### src/rtl/mips_ctrl_pkg.sv
// Purpose: shared ALU codes, opcode/funct constants, FSM state and mux-select enums for the multicycle controller.
// Latency: n/a (types and constants only).
// Backpressure: n/a. IMM states exist only when MIPS_CTRL_IMM_EN is defined.
package mips_ctrl_pkg;

  localparam logic [3:0] ALU_AND = 4'b0000;
  localparam logic [3:0] ALU_OR  = 4'b0001;
  localparam logic [3:0] ALU_ADD = 4'b0010;
  localparam logic [3:0] ALU_SUB = 4'b0110;
  localparam logic [3:0] ALU_SLT = 4'b0111;
  localparam logic [3:0] ALU_NOR = 4'b1100;

  localparam logic [5:0] OP_R    = 6'b000000;
  localparam logic [5:0] OP_J    = 6'b000010;
  localparam logic [5:0] OP_BEQ  = 6'b000100;
  localparam logic [5:0] OP_ADDI = 6'b001000;
  localparam logic [5:0] OP_SLTI = 6'b001010;
  localparam logic [5:0] OP_ANDI = 6'b001100;
  localparam logic [5:0] OP_ORI  = 6'b001101;
  localparam logic [5:0] OP_LW   = 6'b100011;
  localparam logic [5:0] OP_SW   = 6'b101011;

  localparam logic [5:0] FUNCT_ADD = 6'b100000;
  localparam logic [5:0] FUNCT_SUB = 6'b100010;
  localparam logic [5:0] FUNCT_AND = 6'b100100;
  localparam logic [5:0] FUNCT_OR  = 6'b100101;
  localparam logic [5:0] FUNCT_NOR = 6'b100111;
  localparam logic [5:0] FUNCT_SLT = 6'b101010;

  typedef enum logic [3:0] {
    ST_RST, ST_FETCH, ST_DECODE, ST_MEM_ADR, ST_MEM_RD, ST_MEM_WB, ST_MEM_WR,
    ST_EXEC, ST_ALU_WB, ST_BR_CMP, ST_BR_TGT, ST_BR_WR, ST_JUMP
`ifdef MIPS_CTRL_IMM_EN
    , ST_IMM_EXEC, ST_IMM_WB
`endif
  } state_e;

  typedef enum logic [1:0] {SRCB_REG, SRCB_FOUR, SRCB_IMM, SRCB_IMM_SH2} alu_src_b_e;
  typedef enum logic {PC_SRC_ALU, PC_SRC_JUMP} pc_src_e;

  // How the ALU operation is chosen in the current state
  typedef enum logic [1:0] {ALU_CLS_ADD, ALU_CLS_SUB, ALU_CLS_FUNCT, ALU_CLS_IMM} alu_cls_e;

  // Logical immediates are zero-extended, arithmetic ones sign-extended
  function automatic logic is_zext_op(input logic [5:0] op);
    return (op == OP_ANDI) || (op == OP_ORI);
  endfunction

endpackage

### src/rtl/mips_multicycle_ctrl_alu_op_decoder.sv
// Purpose: maps state class plus opcode/funct to the 4-bit ALU operation and a legality flag.
// Latency: purely combinational, zero cycles.
// Backpressure: none; unknown funct/opcode yields legal=0 and the AND code (0000).
module alu_op_decoder
  import mips_ctrl_pkg::*;
(
  input  alu_cls_e    alu_cls,
  input  logic [5:0]  opcode,
  input  logic [5:0]  funct,
  output logic [3:0]  alu_control,
  output logic        legal
);

  // Select the ALU operation for the requested class
  always_comb begin
    alu_control = ALU_AND;
    legal       = 1'b1;
    case (alu_cls)
      ALU_CLS_ADD: alu_control = ALU_ADD;
      ALU_CLS_SUB: alu_control = ALU_SUB;
      ALU_CLS_FUNCT: begin
        case (funct)
          FUNCT_ADD: alu_control = ALU_ADD;
          FUNCT_SUB: alu_control = ALU_SUB;
          FUNCT_AND: alu_control = ALU_AND;
          FUNCT_OR:  alu_control = ALU_OR;
          FUNCT_SLT: alu_control = ALU_SLT;
          FUNCT_NOR: alu_control = ALU_NOR;
          default:   legal       = 1'b0;
        endcase
      end
      ALU_CLS_IMM: begin
        case (opcode)
          OP_ADDI: alu_control = ALU_ADD;
          OP_SLTI: alu_control = ALU_SLT;
          OP_ANDI: alu_control = ALU_AND;
          OP_ORI:  alu_control = ALU_OR;
          default: legal       = 1'b0;
        endcase
      end
      default: legal = 1'b0;
    endcase
  end

endmodule

### src/rtl/mips_multicycle_ctrl.sv
// Purpose: multicycle MIPS control FSM (fetch/decode/mem/exec/branch/jump); MIPS_CTRL_IMM_EN adds ADDI/SLTI/ANDI/ORI.
// Latency: LW 5, SW 4, R 4, BEQ 5, J 3 cycles with immediate mem_ready; ALU results used one cycle after issue.
// Backpressure: mem_req held until mem_ready; optional MEM_WAIT_MAX bound pulses mem_timeout and returns to FETCH.
module mips_multicycle_ctrl
  import mips_ctrl_pkg::*;
#(
  parameter int unsigned MEM_WAIT_MAX = 0
) (
  input  logic        clk,
  input  logic        rst_n,
  input  logic [5:0]  opcode,
  input  logic [5:0]  funct,
  input  logic        zero_flag,
  input  logic        mem_ready,
  output logic [3:0]  alu_control,
  output logic        alu_src_a,
  output logic [1:0]  alu_src_b,
  output logic        imm_zext,
  output logic        pc_write,
  output logic        pc_src,
  output logic        ir_write,
  output logic        mem_req,
  output logic        mem_we,
  output logic        iord,
  output logic        reg_write,
  output logic        reg_dst,
  output logic        mem_to_reg,
  output logic        illegal_instr,
  output logic        mem_timeout
);

  localparam int unsigned CW = (MEM_WAIT_MAX > 0) ? $clog2(MEM_WAIT_MAX + 1) : 1;
  localparam logic [CW-1:0] WAIT_MAX = CW'(MEM_WAIT_MAX);

  state_e          state_q, state_d;
  logic            branch_taken_q, branch_taken_d;
  logic [CW-1:0]   wait_cnt_q, wait_cnt_d;
  alu_cls_e        alu_cls;
  logic [3:0]      dec_ctrl;
  logic            dec_legal;
  logic            wait_expired;
  logic            in_access;
  logic            acc_we;
  state_e          acc_next;

  alu_op_decoder u_alu_op_decoder (
    .alu_cls     (alu_cls),
    .opcode      (opcode),
    .funct       (funct),
    .alu_control (dec_ctrl),
    .legal       (dec_legal)
  );

  // Completion in the same cycle as the limit wins, so expiry requires mem_ready low
  assign wait_expired = (MEM_WAIT_MAX != 0) && (wait_cnt_q == WAIT_MAX) && !mem_ready;

  // State, branch decision and memory wait counter
  always_ff @(posedge clk or negedge rst_n) begin
    if (!rst_n) begin
      state_q        <= ST_RST;
      branch_taken_q <= 1'b0;
      wait_cnt_q     <= '0;
    end else begin
      state_q        <= state_d;
      branch_taken_q <= branch_taken_d;
      wait_cnt_q     <= wait_cnt_d;
    end
  end

  // ALU operation class per state; kept apart so the decoder is not in a loop with the main FSM block
  always_comb begin
    alu_cls = ALU_CLS_ADD;
    case (state_q)
      ST_EXEC:     alu_cls = ALU_CLS_FUNCT;
      ST_BR_CMP:   alu_cls = ALU_CLS_SUB;
`ifdef MIPS_CTRL_IMM_EN
      ST_IMM_EXEC: alu_cls = ALU_CLS_IMM;
`endif
      default:     alu_cls = ALU_CLS_ADD;
    endcase
  end

  // Next-state and Moore outputs; memory states share one wait/timeout handler below the case
  always_comb begin
    state_d        = state_q;
    branch_taken_d = branch_taken_q;
    wait_cnt_d     = '0;
    in_access      = 1'b0;
    acc_we         = 1'b0;
    acc_next       = ST_FETCH;
    alu_control    = 4'b0000;
    alu_src_a      = 1'b0;
    alu_src_b      = SRCB_REG;
    imm_zext       = 1'b0;
    pc_write       = 1'b0;
    pc_src         = PC_SRC_ALU;
    ir_write       = 1'b0;
    mem_req        = 1'b0;
    mem_we         = 1'b0;
    iord           = 1'b0;
    reg_write      = 1'b0;
    reg_dst        = 1'b0;
    mem_to_reg     = 1'b0;
    illegal_instr  = 1'b0;
    mem_timeout    = 1'b0;

    case (state_q)
      ST_RST: state_d = ST_FETCH;
      ST_FETCH: begin
        alu_control = dec_ctrl;
        alu_src_b   = SRCB_FOUR;
        ir_write    = mem_ready;
        in_access   = 1'b1;
        acc_next    = ST_DECODE;
      end
      ST_DECODE: begin
        // PC+4 was computed by the ALU during FETCH
        pc_write = 1'b1;
        case (opcode)
          OP_LW, OP_SW: state_d = ST_MEM_ADR;
          OP_R:         state_d = ST_EXEC;
          OP_BEQ:       state_d = ST_BR_CMP;
          OP_J:         state_d = ST_JUMP;
`ifdef MIPS_CTRL_IMM_EN
          OP_ADDI, OP_SLTI, OP_ANDI, OP_ORI: state_d = ST_IMM_EXEC;
`endif
          default: begin
            illegal_instr = 1'b1;
            state_d       = ST_FETCH;
          end
        endcase
      end
      ST_MEM_ADR: begin
        alu_control = dec_ctrl;
        alu_src_a   = 1'b1;
        alu_src_b   = SRCB_IMM;
        state_d     = (opcode == OP_LW) ? ST_MEM_RD : ST_MEM_WR;
      end
      ST_MEM_RD: begin
        iord      = 1'b1;
        in_access = 1'b1;
        acc_next  = ST_MEM_WB;
      end
      ST_MEM_WB: begin
        reg_write  = 1'b1;
        mem_to_reg = 1'b1;
        state_d    = ST_FETCH;
      end
      ST_MEM_WR: begin
        iord      = 1'b1;
        in_access = 1'b1;
        acc_we    = 1'b1;
        acc_next  = ST_FETCH;
      end
      ST_EXEC: begin
        alu_control = dec_ctrl;
        alu_src_a   = 1'b1;
        alu_src_b   = SRCB_REG;
        if (dec_legal) begin
          state_d = ST_ALU_WB;
        end else begin
          illegal_instr = 1'b1;
          state_d       = ST_FETCH;
        end
      end
      ST_ALU_WB: begin
        reg_write = 1'b1;
        reg_dst   = 1'b1;
        state_d   = ST_FETCH;
      end
      ST_BR_CMP: begin
        alu_control = dec_ctrl;
        alu_src_a   = 1'b1;
        alu_src_b   = SRCB_REG;
        state_d     = ST_BR_TGT;
      end
      ST_BR_TGT: begin
        // zero_flag now reflects the A-B issued in BR_CMP; the target add issues now
        alu_control    = dec_ctrl;
        alu_src_b      = SRCB_IMM_SH2;
        branch_taken_d = zero_flag;
        state_d        = ST_BR_WR;
      end
      ST_BR_WR: begin
        pc_write = branch_taken_q;
        state_d  = ST_FETCH;
      end
      ST_JUMP: begin
        pc_write = 1'b1;
        pc_src   = PC_SRC_JUMP;
        state_d  = ST_FETCH;
      end
`ifdef MIPS_CTRL_IMM_EN
      ST_IMM_EXEC: begin
        alu_control = dec_ctrl;
        alu_src_a   = 1'b1;
        alu_src_b   = SRCB_IMM;
        imm_zext    = is_zext_op(opcode);
        state_d     = ST_IMM_WB;
      end
      ST_IMM_WB: begin
        reg_write = 1'b1;
        state_d   = ST_FETCH;
      end
`endif
      default: state_d = ST_FETCH;
    endcase

    // Shared memory handshake: counter restarts on every entry because it clears on any exit
    if (in_access) begin
      if (mem_ready) begin
        mem_req = 1'b1;
        state_d = acc_next;
      end else if (wait_expired) begin
        mem_timeout = 1'b1;
        state_d     = ST_FETCH;
      end else begin
        mem_req    = 1'b1;
        wait_cnt_d = wait_cnt_q + 1'b1;
      end
    end
    mem_we = acc_we && mem_req;
  end

endmodule

### config.mk
export PLATFORM = sky130hd
export DESIGN_NAME = mips_multicycle_ctrl
export DESIGN_NICKNAME = d
export VERILOG_FILES = /design/src/rtl/mips_ctrl_pkg.sv /design/src/rtl/mips_multicycle_ctrl_alu_op_decoder.sv /design/src/rtl/mips_multicycle_ctrl.sv
export SDC_FILE = /design/constraint.sdc
export NUM_CORES = 1
export LEC_CHECK = 0
export ABC_AREA = 1
export BUFFER_PORTS_ARGS = -buffer_cell sky130_fd_sc_hd__buf_2
export CORE_MARGIN = 5
export CORE_UTILIZATION = 44
export DETAILED_ROUTE_END_ITERATION = 10
export PLACE_DENSITY_LB_ADDON = 0.15
export SLEW_MARGIN = 20
export SYNTH_ARGS = -nofsm -noshare
export SYNTH_HDL_FRONTEND = slang
export SYNTH_SLANG_ARGS = --single-unit
export TNS_END_PERCENT = 100
### constraint.sdc
create_clock -name clk -period 1.7 [get_ports clk]
set_input_delay 0.085 -clock clk [delete_from_list [all_inputs] [get_ports clk]]
set_output_delay 0.085 -clock clk [all_outputs]
set_load 0.05 [all_outputs]
======== Word level (Yosys, flattened, before mapping) ========
Cells that the tools add are included.
cells by class
  equal/unequal tests ..................... 29
  mux-type cells .......................... 30
  reduce and logical (&&, ||, !) cells .... 13
operators with widths
  kind                                                                   count
  6-bit equality test, second input constant                             8
  4-bit one-hot mux with 4 select lines                                  2
  6-bit by 4-bit equality test with 1-bit output, second input constant  4
  4-bit one-hot mux with 6 select lines                                  1
  4-bit equality test, second input constant                             5
  4-bit one-hot mux with 5 select lines                                  1
  4-bit by 3-bit equality test with 1-bit output, second input constant  4
  4-bit two-way mux                                                      4
  1-bit two-way mux                                                      14
  5-bit OR reduction                                                     2
  3-bit one-hot mux with 3 select lines                                  1
  4-bit by 2-bit equality test with 1-bit output, second input constant  2
  2-bit OR reduction                                                     4
  6-bit by 2-bit equality test with 1-bit output, second input constant  1
  6-bit by 3-bit equality test with 1-bit output, second input constant  1
  6-bit logical NOT                                                      1
  1-bit one-hot mux with 2 select lines                                  3
  2-bit one-hot mux with 3 select lines                                  1
  3-bit one-hot mux with 2 select lines                                  1
  3-bit OR reduction                                                     2
  6-bit OR reduction                                                     1
  2-bit equality test, second input constant                             2
  4-bit by 1-bit equality test with 1-bit output, second input constant  1
  2-bit one-hot mux with 2 select lines                                  1
  other kinds (5)                                                        5
word-level totals
  register bits after elaboration ......... 5
  input bits .............................. 16
  output and inout bits ................... 19

======== Depth between registers and ports, before layout ========
  word-level depth ........................ 8
  gate-level depth with buffers ........... 10

======== Hierarchy ========
Synthesis repeated with hierarchy kept, for this count alone.
second synthesis, totals
  cells, all modules ...................... 162
  area total of the unflattened synthesis .. 838.3 um^2
by module, submodules not included
  module                times used  cells each  area each (um^2)  seq. area each (um^2)
  mips_multicycle_ctrl  1           108         581.8             125.1
  alu_op_decoder        1           54          256.5             0.0

======== Worst setup path before layout ========
OpenSTA, ideal clock, no wires.
  kind .................................... register -> output
  start point ............................. register state_q[0]
  end point ............................... output port pc_write
  data arrival time ....................... 2.212 ns
  data required time ...................... 1.615 ns
  slack ................................... -0.597 ns
  cell stages (with the launch flop) ...... 6
  path buffers ............................ 0
  path through ............................ dfrtp_1 > nor2_1 > inv_1 > nor3_1 > a31oi_1 > nand2_1
between the ends
  word-level cells in the longest chain between the ends .. 3
  elaborated cells on any way between the ends .. 5
RTL lines
  what                                                                                          line                         text
  from (decl)                                                                                   mips_multicycle_ctrl.sv:35   state_e state_q, state_d;
  from (signal assigned)                                                                        mips_multicycle_ctrl.sv:64   state_q <= state_d;
  4-bit by 2-bit equality test with 1-bit output / 4-bit equality test (equally long branches)  mips_multicycle_ctrl.sv:107  case (state_q)
  2-bit OR reduction (no source line)                                                           -
  1-bit one-hot mux with 2 select lines *                                                       mips_multicycle_ctrl.sv:107
  to (decl)                                                                                     mips_multicycle_ctrl.sv:19   output logic pc_write,
Every way passes the cells marked *; elsewhere a longest branch is shown, timed or not.

======== Worst setup path in the final report ========
  start point ............................. register state_q[3]
  end point ............................... output port illegal_instr
between the ends
  word-level cells in the longest chain between the ends .. 6
  elaborated cells on any way between the ends .. 9
RTL lines
  what                                                                                          line                                                     text
  4-bit equality test / 4-bit by 3-bit equality test with 1-bit output (equally long branches)  mips_multicycle_ctrl.sv:73, mips_multicycle_ctrl.sv:107
  2-bit one-hot mux with 2 select lines                                                         mips_multicycle_ctrl.sv:73                               case (state_q)
  2-bit equality test                                                                           mips_multicycle_ctrl_alu_op_decoder.sv:18                case (alu_cls)
  1-bit one-hot mux with 2 select lines                                                         mips_multicycle_ctrl_alu_op_decoder.sv:18
  1-bit two-way mux                                                                             mips_multicycle_ctrl.sv:159                              if (dec_legal) begin
  1-bit one-hot mux with 2 select lines *                                                       mips_multicycle_ctrl.sv:107
  to (decl)                                                                                     mips_multicycle_ctrl.sv:28                               output logic illegal_instr,
Marks and branches as above.

==> flow_summary.ini <==
[critical_path]
required_ns = 1.62
crit_type = reg -> out
cp.arrival_ns = 1.53
timing.rr.end = state_q[0]
cpPeakStageDelay_ns = 0.40
crit_path_end_kind = output pin
reg2reg_slack_ns = 0.31
r2r_start = state_q[3]
r2r_cells = 9
cp_slowest_cell = dfrtp_1
cp-start-kind = flop
path_cells = inv_2 -> nand2_2 -> nor2_4 -> nand2_1 -> o22ai_2 -> buf_6
critPathMaxFanout = 5

[yosys]
syn_area_um2 = 684
ys_seq_area_frac = 0.183
syn_inst = 126
ys_ff_latch = 5
syn_avg_cell_area_um2 = 5.43
yosysUniqueCellTypes = 23
yosys_warnings = 0

[drt]
wirelength_um = 1860
dr.pass1.iters = 4
via_count = 901
vias_per_cell = 5.06
drc = 0
drtAntennaViolNets = 0
post_drt_wl_per_cell_um = 10.4
drt_iter0_drc = 37

[layout]
final_cell_mix = 30 x buf_2, 26 x nand2_1, 21 x nor2_1, 18 x inv_1, 15 x nand3_1
fin_nets = 179
stdcell_count = 178
drive_gt1_frac = 0.358
diodes = 0
layout_commonest_cell = buf_2
area_growth_pct = 35.1
fillers = 141
seqCellArea_um2 = 128
final_core_utilization = 0.621
final_area_um2 = 925
multi_input_area_um2 = 482

[die]
start_util = 0.460
die_w_um = 49.4
fp.coreArea_um2 = 1490
num_rows = 14
fp.dieH_um = 49.4
die_area_um2 = 2440
io_pins = 35

[min_path]
hp-class = in -> reg
min_path_cells = 2
hp-start = zero_flag
min_to = branch_taken_q

[timing]
tns_ns = 0
finalSetupViolations = 0
setup_ws_ns = 0.0870
finalHoldViolations = 0
grt_setup_unrepaired = true
holdWs_ns = 0.0707
finalCriticalPeriod_ns = 1.61
skew_ns = 0.0105
max_freq_ghz = 0.620
post-route-period-util = 0.949
drv_slew = 0

[grt]
antenna_found_initial = 0
grtUsageTotal = 0.149
grt-ovfl-total = 0
grt_pass1_wl_um = 2970
grt_pass1_vias = 760
grt_max_degree = 8

[clock_tree]
cts-root-buf = clkbuf_4
cts.clk_slew.worst_paths_ns = 0.05
worstSkewPairLatency_ns = 0.25
h-tree-depth = 1
cts_tree = done
post_cts_buffers = 0
clockBufferDepth = 2
cts_buffers = 3
numClockSinks = 5

[run]
maxCapViolCount = 0

[place]
pre_cts_ws_ns = 0.237
dpl_cell_area_um2 = 870
dp_hpwl_um = 1580
port_buffers = 32
dp.cells = 173
globalplace.congestion = 0.829

[power]
p_per_area_nw_per_um2 = 1680
p_leak_nw = 0.576
irDropWorstVdd_mv = 1.37
power_mw = 1.55

[status]
status = finished, final reports clean
cells by family (layout without fill, tap and decap cells):
family	count (synthesis)	after routing	share of synthesized area
multiplexers	1	1	0.0165
flip-flops	5	5	0.183
AO/OA/AOI/OAI	10	10	0.0878
AND/OR/NAND/NOR	83	83	0.554
other	1	2	0.00548
buffers and inverters	26	61	0.154
worst max-delay path: cells and delay by family (launching register included):
family | cells | cell delay, ns
AND/OR/NAND/NOR | 3 | 0.38
AO/OA/AOI/OAI | 1 | 0.20
flip-flops | 1 | 0.40
buffers and inverters | 2 | 0.30
flip-flops by register name (all words and copies together), names as in the netlist:
signal,count
state_q,4
branch_taken_q,1
power by group:
| part | internal [mW] | switching, mW | total [mW] | leakage [nW] |
|---|---|---|---|---|
| Clock | 0.0891 | 0.0551 | 0.144 | 0.0150 |
| Sequential | 0.163 | 0.0614 | 0.225 | 0.0610 |
| Combinational | 0.307 | 0.876 | 1.18 | 0.500 |
| Total | 0.559 | 0.992 | 1.55 | 0.576 |
layout make-up:
type / count / area share
inverter: 24 / 0.0974
sequential: 5 / 0.138
multi-input combinational: 96 / 0.521
clock buffer: 4 / 0.0284
timing repair buffer: 33 / 0.194
tap: 16 / 0.0217
routing by layer:
metal,wire (µm),part of all wire,vias up,global-route usage
met5,0,0,-,0
met4,20,0.011,0,0.0480
met3,145,0.078,4,0.0398
met2,855,0.46,29,0.234
met1,833,0.45,396,0.195
li1,-,-,472,-
repair_timing:
item,CTS,global route
endpoints found under the hold margin,5,0
pin swaps,0,0
endpoints found under the setup margin,1,3
resized for setup,1,7
hold buffers,1,0
cloned,0,0
worst max-delay path by stage:
stage,start,endpoint,cells past startpoint
floorplan,state_q[0],pc_write,5
global placement,state_q[2],illegal_instr,6
detailed placement,state_q[2],illegal_instr,6
CTS,state_q[2],illegal_instr,6
global route,state_q[3],alu_control[1],6
finish,state_q[3],illegal_instr,6
synthesized netlist by cell type:
cell type / n / area [µm²]
conb_1: 1 / 3.75
buf_4: 2 / 15.0
dfrtp_1: 5 / 125
a21oi_1: 2 / 10.0
nand3_1: 15 / 75.1
o2bb2ai_1: 1 / 8.76
nor2_1: 22 / 82.6
nand3b_1: 1 / 7.51
o21a_1: 1 / 7.51
a31oi_1: 1 / 6.26
o21ai_1: 1 / 5.00
clkinv_1: 1 / 3.75
nand2_1: 28 / 105
nor2_4: 1 / 11.3
inv_1: 18 / 67.6
nor2_2: 5 / 31.3
mux2_2: 1 / 11.3
nor3_1: 2 / 10.0
o22ai_1: 2 / 12.5
nand2_2: 3 / 18.8
nand4_1: 6 / 37.5
o21ai_0: 2 / 10.0
inv_2: 5 / 18.8
No activity file was read; power rests on OpenSTA's default activity.
